### src/rtl/nf2_dma_pkt_fifo_pkg.sv
// Shared definitions for the sys_clk-side DMA packet FIFO:
// word field layout helpers and the drop state machine encoding.
package nf2_dma_pkt_fifo_pkg;

    // Default payload width of a DMA word.
    localparam int DMA_DATA_WIDTH = 32;

    // Drop state machine: DROP_DROPPING swallows the rest of an overflowed packet.
    typedef enum logic {
        DROP_IDLE     = 1'b0,
        DROP_DROPPING = 1'b1
    } drop_state_e;

    // Word layout is {eop, bytecnt, data}; eop sits in the top bit.
    function automatic int eop_bit(input int data_width, input int bcnt_width);
        return data_width + bcnt_width;
    endfunction

endpackage

### src/rtl/nf2_dma_pkt_fifo_if.sv
// Write/read port bundle of the DMA packet FIFO.
//
// Handshake: a word is written on a cycle with wr_en=1 while full=0 (and no
// packet is being discarded); a head word is consumed on a cycle with rd_inc=1
// while empty=0. rd_data is valid whenever empty=0. wr_en while full and
// rd_inc while empty are not back-pressured errors: the former is reported
// with a one-cycle drop pulse, the latter is ignored.
interface nf2_dma_pkt_fifo_if #(
    parameter int DATA_WIDTH = 32,
    parameter int BCNT_WIDTH = 2,
    parameter int DEPTH_BITS = 3
);
    localparam int WORD_W = DATA_WIDTH + BCNT_WIDTH + 1;

    logic [WORD_W-1:0]   wr_data;
    logic                wr_en;
    logic                full;
    logic                nearly_full;
    logic [WORD_W-1:0]   rd_data;
    logic                rd_inc;
    logic                empty;
    logic                pkt_avail;
    logic [DEPTH_BITS:0] pkt_cnt;
    logic                drop;

    modport master (
        output wr_data, wr_en, rd_inc,
        input  full, nearly_full, rd_data, empty, pkt_avail, pkt_cnt, drop
    );

    modport slave (
        input  wr_data, wr_en, rd_inc,
        output full, nearly_full, rd_data, empty, pkt_avail, pkt_cnt, drop
    );
endinterface

### src/rtl/nf2_dma_fifo_ram.sv
// Simple dual-port storage: synchronous write, asynchronous read.
module nf2_dma_fifo_ram #(
    parameter int WIDTH     = 35,
    parameter int ADDR_BITS = 3
) (
    input  logic                 clk,
    input  logic                 we,
    input  logic [ADDR_BITS-1:0] waddr,
    input  logic [WIDTH-1:0]     wdata,
    input  logic [ADDR_BITS-1:0] raddr,
    output logic [WIDTH-1:0]     rdata
);
    logic [WIDTH-1:0] mem_q [2**ADDR_BITS];

    // Store the incoming word at the write slot.
    always_ff @(posedge clk) begin
        if (we) begin
            mem_q[waddr] <= wdata;
        end
    end

    assign rdata = mem_q[raddr];
endmodule

### src/rtl/nf2_dma_pkt_fifo.sv
// Single-clock DMA packet FIFO with optional store-and-forward and
// drop-on-overflow. Holds the pointers, packet count, drop FSM and flags;
// storage lives in nf2_dma_fifo_ram.
module nf2_dma_pkt_fifo
    import nf2_dma_pkt_fifo_pkg::*;
#(
    parameter int DATA_WIDTH        = DMA_DATA_WIDTH,
    parameter int BCNT_WIDTH        = 2,
    parameter int DEPTH_BITS        = 3,
    parameter int NEARLY_FULL_SLACK = 2,
    parameter int PKT_MODE          = 1
) (
    input  logic                sys_clk,
    input  logic                sys_reset,
    nf2_dma_pkt_fifo_if.slave   fifo,
    output drop_state_e         dbg_drop_state
);
    localparam int WORD_W  = DATA_WIDTH + BCNT_WIDTH + 1;
    localparam int EOP_BIT = eop_bit(DATA_WIDTH, BCNT_WIDTH);

    typedef logic [DEPTH_BITS:0] ptr_t;

    localparam ptr_t CAPACITY = ptr_t'(2**DEPTH_BITS);
    localparam ptr_t SLACK    = ptr_t'(NEARLY_FULL_SLACK);

    ptr_t        wr_cur_q, wr_cur_d;
    ptr_t        wr_commit_q, wr_commit_d;
    ptr_t        rd_ptr_q, rd_ptr_d;
    ptr_t        pkt_cnt_q, pkt_cnt_d;
    logic        drop_q, drop_d;
    drop_state_e state_q, state_d;

    ptr_t              used;
    logic              full;
    logic              empty;
    logic              wr_eop;
    logic              rd_eop;
    logic              wr_accept;
    logic              rd_pop;
    logic [WORD_W-1:0] ram_rdata;

    // Flags come only from registered pointers, so a pop frees space a cycle later.
    assign used      = wr_cur_q - rd_ptr_q;
    assign full      = (used == CAPACITY);
    assign empty     = (rd_ptr_q == wr_commit_q);
    assign wr_eop    = fifo.wr_data[EOP_BIT];
    assign rd_eop    = ram_rdata[EOP_BIT];
    assign wr_accept = fifo.wr_en && !full && (state_q == DROP_IDLE);
    assign rd_pop    = fifo.rd_inc && !empty;

    // Next-state for pointers, packet count, drop pulse and drop FSM.
    always_comb begin
        wr_cur_d    = wr_cur_q;
        wr_commit_d = wr_commit_q;
        rd_ptr_d    = rd_ptr_q;
        pkt_cnt_d   = pkt_cnt_q;
        drop_d      = 1'b0;
        state_d     = state_q;

        if (wr_accept) begin
            wr_cur_d = wr_cur_q + 1'b1;
            // Word mode publishes every word; packet mode only on end of packet.
            if (PKT_MODE == 0 || wr_eop) begin
                wr_commit_d = wr_cur_q + 1'b1;
            end
        end

        if (rd_pop) begin
            rd_ptr_d = rd_ptr_q + 1'b1;
        end

        case (state_q)
            DROP_IDLE: begin
                if (fifo.wr_en && full) begin
                    drop_d = 1'b1;
                    if (PKT_MODE != 0) begin
                        // Rewind the partial packet; keep swallowing it unless this was its last word.
                        wr_cur_d = wr_commit_q;
                        if (!wr_eop) begin
                            state_d = DROP_DROPPING;
                        end
                    end
                end
            end
            DROP_DROPPING: begin
                if (fifo.wr_en && wr_eop) begin
                    state_d = DROP_IDLE;
                end
            end
            default: state_d = DROP_IDLE;
        endcase

        case ({wr_accept && wr_eop, rd_pop && rd_eop})
            2'b10:   pkt_cnt_d = pkt_cnt_q + 1'b1;
            2'b01:   pkt_cnt_d = pkt_cnt_q - 1'b1;
            default: pkt_cnt_d = pkt_cnt_q;
        endcase
    end

    // State registers with synchronous reset; reset discards all stored words.
    always_ff @(posedge sys_clk) begin
        if (sys_reset) begin
            wr_cur_q    <= '0;
            wr_commit_q <= '0;
            rd_ptr_q    <= '0;
            pkt_cnt_q   <= '0;
            drop_q      <= 1'b0;
            state_q     <= DROP_IDLE;
        end else begin
            wr_cur_q    <= wr_cur_d;
            wr_commit_q <= wr_commit_d;
            rd_ptr_q    <= rd_ptr_d;
            pkt_cnt_q   <= pkt_cnt_d;
            drop_q      <= drop_d;
            state_q     <= state_d;
        end
    end

    nf2_dma_fifo_ram #(
        .WIDTH     (WORD_W),
        .ADDR_BITS (DEPTH_BITS)
    ) u_ram (
        .clk   (sys_clk),
        .we    (wr_accept),
        .waddr (wr_cur_q[DEPTH_BITS-1:0]),
        .wdata (fifo.wr_data),
        .raddr (rd_ptr_q[DEPTH_BITS-1:0]),
        .rdata (ram_rdata)
    );

    assign fifo.rd_data     = ram_rdata;
    assign fifo.full        = full;
    assign fifo.nearly_full = ((CAPACITY - used) <= SLACK);
    assign fifo.empty       = empty;
    assign fifo.pkt_cnt     = pkt_cnt_q;
    assign fifo.pkt_avail   = (pkt_cnt_q != '0);
    assign fifo.drop        = drop_q;
    assign dbg_drop_state   = state_q;
endmodule
### src/flat_wrapper.sv
// flat-port wrapper written by rule: the top's interface ports become plain ports
module nf2_dma_pkt_fifo_flat import nf2_dma_pkt_fifo_pkg::*;
#(
    parameter int DATA_WIDTH        = DMA_DATA_WIDTH,
    parameter int BCNT_WIDTH        = 2,
    parameter int DEPTH_BITS        = 3,
    parameter int NEARLY_FULL_SLACK = 2,
    parameter int PKT_MODE          = 1
)
  (sys_clk, sys_reset, dbg_drop_state, fifo_wr_data, fifo_wr_en, fifo_rd_inc, fifo_full, fifo_nearly_full, fifo_rd_data, fifo_empty, fifo_pkt_avail, fifo_pkt_cnt, fifo_drop);
  nf2_dma_pkt_fifo_if #(.DATA_WIDTH(DATA_WIDTH), .BCNT_WIDTH(BCNT_WIDTH), .DEPTH_BITS(DEPTH_BITS)) fifo_i ();
  input  logic sys_clk;
  input  logic sys_reset;
  output drop_state_e dbg_drop_state;
  input wire logic [$bits(fifo_i.wr_data)-1:0] fifo_wr_data;
  input wire logic [$bits(fifo_i.wr_en)-1:0] fifo_wr_en;
  input wire logic [$bits(fifo_i.rd_inc)-1:0] fifo_rd_inc;
  output wire logic [$bits(fifo_i.full)-1:0] fifo_full;
  output wire logic [$bits(fifo_i.nearly_full)-1:0] fifo_nearly_full;
  output wire logic [$bits(fifo_i.rd_data)-1:0] fifo_rd_data;
  output wire logic [$bits(fifo_i.empty)-1:0] fifo_empty;
  output wire logic [$bits(fifo_i.pkt_avail)-1:0] fifo_pkt_avail;
  output wire logic [$bits(fifo_i.pkt_cnt)-1:0] fifo_pkt_cnt;
  output wire logic [$bits(fifo_i.drop)-1:0] fifo_drop;
  assign fifo_i.wr_data = fifo_wr_data;
  assign fifo_i.wr_en = fifo_wr_en;
  assign fifo_i.rd_inc = fifo_rd_inc;
  assign fifo_full = fifo_i.full;
  assign fifo_nearly_full = fifo_i.nearly_full;
  assign fifo_rd_data = fifo_i.rd_data;
  assign fifo_empty = fifo_i.empty;
  assign fifo_pkt_avail = fifo_i.pkt_avail;
  assign fifo_pkt_cnt = fifo_i.pkt_cnt;
  assign fifo_drop = fifo_i.drop;
  nf2_dma_pkt_fifo #(.DATA_WIDTH(DATA_WIDTH), .BCNT_WIDTH(BCNT_WIDTH), .DEPTH_BITS(DEPTH_BITS), .NEARLY_FULL_SLACK(NEARLY_FULL_SLACK), .PKT_MODE(PKT_MODE)) u_core (.sys_clk(sys_clk), .sys_reset(sys_reset), .fifo(fifo_i), .dbg_drop_state(dbg_drop_state));
endmodule
### config.mk
export PLATFORM = sky130hd
export DESIGN_NAME = nf2_dma_pkt_fifo_flat
export DESIGN_NICKNAME = d
export VERILOG_FILES = /design/src/rtl/nf2_dma_pkt_fifo_pkg.sv /design/src/rtl/nf2_dma_pkt_fifo_if.sv /design/src/rtl/nf2_dma_fifo_ram.sv /design/src/rtl/nf2_dma_pkt_fifo.sv /design/src/flat_wrapper.sv
export SDC_FILE = /design/constraint.sdc
export NUM_CORES = 1
export LEC_CHECK = 0
export CAP_MARGIN = 20
export CORE_MARGIN = 2
export CORE_UTILIZATION = 65
export DETAILED_ROUTE_END_ITERATION = 10
export DONT_BUFFER_PORTS = 1
export PLACE_DENSITY = 0.87
export REMOVE_ABC_BUFFERS = 1
export SYNTH_ARGS = -nofsm -noshare
export SYNTH_HDL_FRONTEND = slang
export SYNTH_SLANG_ARGS = --single-unit
export TNS_END_PERCENT = 100
### constraint.sdc
create_clock -name sys_clk -period 11.6 [get_ports sys_clk]
set_clock_uncertainty 0.1 [all_clocks]
set_input_delay 1.16 -clock sys_clk [delete_from_list [all_inputs] [get_ports sys_clk]]
set_output_delay 1.16 -clock sys_clk [all_outputs]
set_load 0.05 [all_outputs]
==> run_results.csv <==
group,metric,value,unit
status,status,"finished clean",
layout,fillers,989,
die,die_w,138.7,um
synth,yosysUniqueCellTypes,45,
grt,grt_first_pass_wirelength,34250,um
layout,utilization,72.60,%
flow_run,maxCapViolCount,0,
sta,rsz0062_at_grt,"no",
synth,synthFlopType,"edfxtp_1",
sta,setup_tns,0,ps
synth,yosys-top-cells-area,"edfxtp_1 (71%), mux4_2 (13%), dfxtp_1 (3.6%)",
clock_network,cts_hold_buf,0,
clock_network,cts_tree,"yes",
layout,drive_gt1_share,30.38,%
die,core_area,17900,um^2
clock_network,htreeDepth,1,
clock_network,numCtsBuffers,28,
synth,avgSynthCellArea,21.36,um^2
synth,synth-edff-count,280,
synth,ys_seq_elements,301,
layout,areaGrowthSynthToFinish,10.24,%
clock_network,clockBufferDepth,3,
layout,nets,615,
layout,regArea,8837,um^2
layout,final_cell_area,13000,um^2
routing,antenna_left,0,
routing,finalWirelength,22330,um
die,initial_core_util,65.86,%
synth,seq_area_frac_synth,74.88,%
worst_setup_path,critPathRequiredTime,10340,ps
grt,grt_antenna_before_repair,0,
sta,min_period,4390,ps
routing,wire_per_inst,27.40,um
hold_path,hp-class,"reg -> reg",
clock_network,ctsResizeCount,0,
grt,grtUsageTotal,23.58,%
synth,yosysTopAreaCell,"edfxtp_1",
clock_network,clkLatencyLatePin,540,ps
synth,syn_area,11790,um^2
layout,multi_input_area,2821,um^2
worst_setup_path,crit_fanout,50,
routing,routed-wl-met3,1893,um
sta,hold_viol_final,0,
clock_network,cts_setup_buffers,0,
grt,grt_max_degree,71,
worst_setup_path,worstPathArrival,3130,ps
routing,met1_length,8987,um
worst_setup_path,critical_path_class,"reg -> out",
sta,fmax,227.8,MHz
power,p_leak,4.076,nW
die,die_y,138.7,um
grt,grt_pass1_vias,5712,
routing,drtIter0Drc,534,
grt,grt-ovfl-total,0,
sta,setup_violations,0,
routing,num_vias,5406,
synth,syn_inst,552,
routing,drtPass1Iterations,5,
synth,yosysWarnings,0,
placed_design,place_hpwl,11460,um
die,dieArea,19230,um^2
clock_network,cts-root-buf,"clkbuf_16",
synth,synth_top_area_share,71.31,%
placed_design,gp_congestion,0.8917,
routing,wl_met2,11080,um
power,peakVddDrop,0.0001979,V
sta,tightest_slew,1119,ps
routing,viasPerCell,6.633,
sta,finalCritPeriodShare,37.85,%
worst_setup_path,critical_path.endpoint_type,"output pin",
sta,maxSlewViolCount,0,
die,ios,84,
routing,top_layer,"met4",
sta,relSlewSlack,25.38,%
die,fp-row-count,49,
power,p_per_area,249.5,nW/um^2
clock_network,clkSlewWorstSetupHoldPaths,60,ps
placed_design,placed_area,12050,um^2
placed_design,port_buffers,0,
layout,diodes,0,
synth,async_flop_share,0,%
worst_setup_path,critPathLaunchType,"register",
routing,remaining_drc_errors,0,
clock_network,cts_num_sinks,301,
-- critical path: stages (launching register included) --
cell and delay (ps):
dfxtp_4 640, buf_4 820, mux4_2 630, mux2_2 430
-- registers in the layout, summed over array words and instances (netlist names), named ones only --
register / cells
u_core.u_ram.mem_q: 280
u_core.wr_commit_q: 4
u_core.fifo.drop: 1
u_core.rd_ptr_q: 4
u_core.wr_cur_q: 4
u_core.dbg_drop_state: 1
u_core.fifo.pkt_cnt: 4
-- path summary, 6_finish.rpt --
check / startpoint / slack (ps) / end / cells after the start
worst max-delay path: register / 7210 / fifo_rd_data[8] / 3
worst min-delay path: u_core.rd_ptr_q[3]$_SDFFE_PP0P_ / 430 / u_core.rd_ptr_q[3]$_SDFFE_PP0P_ / 2
worst max register to register: u_core.wr_cur_q[0]$_SDFF_PP0_ / 7650 / u_core.u_ram.mem_q[6][32]$_DFFE_PP_ / 8
worst min register to register: u_core.rd_ptr_q[3]$_SDFFE_PP0P_ / 430 / u_core.rd_ptr_q[3]$_SDFFE_PP0P_ / 2
-- synthesized netlist by cell type, drive strengths merged, types with 3 or more instances --
cell,n
a21oi,11
clkbuf,10
a31oi,3
nand2,7
buf,16
or3,3
a211oi,4
nor2,18
inv,11
nand3,3
nor2b,3
xor2,9
nor4b,4
xnor2,3
mux4,70
ha,10
mux2i,3
mux2,36
edfxtp,280
dfxtp,21
-- cell families after synthesis --
logic type | count (synthesis) | synth area share, %
AOI/OAI and AO/OA | 27 | 1.677
xor gates and xnor gates | 12 | 0.8915
adders and majority gates | 12 | 1.401
buffers and inverters | 37 | 1.528
DFF | 301 | 74.88
muxes | 109 | 17.06
and+or+nand+nor | 54 | 2.558
-- where the power goes --
group	internal [mW]	leakage, nW	switching, mW
clock network	0.557	0.466	0.374
registers	1.32	2.71	0.107
logic	0.297	0.898	0.583
-- through the flow --
step                      instances  worst slack (ps)  power [mW]  hold slack (ps)
after floorplan                 526              5301       2.179            382.4
after global placement          763              7762       2.296            406.8
after detailed placement        763              7656       2.327            418.3
after CTS                       815              7140       3.259            431.5
after global routing            815              6971       3.352            442.0
final                           815              7210       3.243            431.1
-- layout make-up --
cell class                      instances  area share (%)
Multi-Input combinational cell        214           21.71
Clock buffer                           43           6.373
Tap cell                              229           2.204
Clock inverter                          9          0.9434
Timing Repair Buffer                    8          0.4621
Inverter                               11          0.3177
Sequential cell                       301           67.99
-- placed cells by master, fill, tap and decap left out, types with 4 or more instances in the layout --
cell,synthesis,routed
buf_4,0,8
xor2_1,9,9
nand2_1,7,7
clkinv_2,0,5
edfxtp_1,280,280
clkbuf_1,10,9
mux2_2,36,36
dfxtp_1,21,18
inv_1,11,11
nor4b_2,0,4
nor2_1,18,18
ha_1,10,10
mux4_2,70,70
clkbuf_8,0,5
clkbuf_16,0,29
a21oi_1,11,11
-- per-layer routing --
metal	vias up	track usage (%)
met5	-	0
met4	0	5.423
met3	33	5.905
met2	265	37.91
met1	2814	33.80
li1	2294	-
No activity file was read; power rests on OpenSTA's default activity.
==> RTL change, RTL diff (config.mk and constraints unchanged) <==
Set the package constant `DMA_DATA_WIDTH` to 64 (it was 32).
--- a/src/rtl/nf2_dma_pkt_fifo_pkg.sv
+++ b/src/rtl/nf2_dma_pkt_fifo_pkg.sv
@@ -4,5 +4,5 @@
 
     // Default payload width of a DMA word.
-    localparam int DMA_DATA_WIDTH = 32;
+    localparam int DMA_DATA_WIDTH = 64;
 
     // Drop state machine: DROP_DROPPING swallows the rest of an overflowed packet.
Ports: changed (resized fifo_rd_data and fifo_wr_data); port bits go from 84 to 148. No check against the original RTL was run, so the function may have changed too.
==> RTL change against the unedited design <==
Via count increased by 78%; design area increased by 82%; synthesized area increased by 81%; wire length increased by 93%; setup slack got worse by 0.36 ns; sequential cell count increased by 256; total power increased by 72%; critical path type is now reg2reg; largest power group unchanged; highest routed layer unchanged.
==> RTL change: results (changes against the unedited design) <==
outcome -> complete, no violations
Max-slew headroom -> 26.35% (+0.98 points)
crit-path max cell delay -> 0.72 ns (-0.10 ns)
cell leakage power -> 7.275 nW (+78%)
Peak VDD IR -> 0.1627 mV (-18%)
Synth top cells by count -> edfxtp_1 (536), mux4_2 (134), mux2_2 (67)
reg2reg path depth -> 10 (+2)
XOR/XNOR Fraction of Synth Area -> 0.6554% (-0.24 points)
vias in the first global route -> 9,836 (+72%)
number of enable flip-flop cells after synthesis -> 536 (+91%)
largest net degree at the start of global routing -> 68 (-4.2%)
Placer Congestion -> 0.7621 (-15%)
Layout Nets -> 1,045 (+70%)
layout cells sized above 1 -> 31.30% (+0.92 points)
crit path max-delay cell type -> nor2_4
critical path fanouts, max -> 41 (-18%)
met2 global-route usage -> 43.15% (+5.2 points)
htree depth -> 2 (+1)
grt met1 use -> 33.53% (-0.26 points)
drt total wl -> 43,070 um (+93%)
1st-iter DRT viols -> 983 (+84%)
Num CTS Buffers -> 51 (+82%)
GR Util All Layers -> 25.64% (+2.1 points)
max reg flops -> 536 (+91%)
fillers -> 1,698 (+72%)
Clock Latency Late Sink -> 0.56 ns (+0.02 ns)
RTL change: cell count changes after synthesis, sizes merged, moves of 3 or more:
| cell | change |
|---|---|
| buf | +11 |
| clkbuf | +5 |
| edfxtp | +256 |
| mux2 | +31 |
| mux4 | +64 |
| nand3 | +6 |
| nor3 | +5 |
| nor4b | -3 |
| o21ai | +4 |
| xnor2 | +4 |
RTL change: path summary, 6_finish.rpt:
kind,start,to,slack (ns)
setup reg to reg,u_core.wr_cur_q[0],u_core.u_ram.mem_q[2][35],6.85
hold reg to reg,u_core.wr_commit_q[3],u_core.wr_commit_q[3],0.40
setup / recovery,u_core.wr_cur_q[0],u_core.u_ram.mem_q[2][35],6.85
hold / removal,u_core.wr_commit_q[3],u_core.wr_commit_q[3],0.40
RTL change: report_power, final:
group	switching (mW)	internal, mW
Sequential	0.108	2.42
Clock	0.698	0.912
Combinational	0.963	0.479
RTL change: stage by stage:
step	setup slack (ns)	cell area, sq um	cells
after floorplan	3.325	21170	888
after global routing	6.540	23630	1442
after detailed placement	6.889	21940	1347
after CTS	6.480	23520	1438
after global placement	6.974	21920	1346
final	6.851	23630	1442
RTL change: area by class of cell:
cell class / instances / area [sq um] / share of cell area, %
inverter: 12 / 45.04 / 0.1906
clock inverter: 28 / 229.0 / 0.9689
timing repair buffer: 21 / 250.2 / 1.059
tap: 442 / 553.0 / 2.340
sequential: 557 / 16530 / 69.93
clock buffer: 63 / 1351 / 5.718
multi-input combinational: 319 / 4677 / 19.79
RTL change: routing by layer:
layer,wire [um],vias up
li1,-,3954
met1,16240,5105
met2,22290,463
met3,3289,80
met4,1247,0
met5,0,-
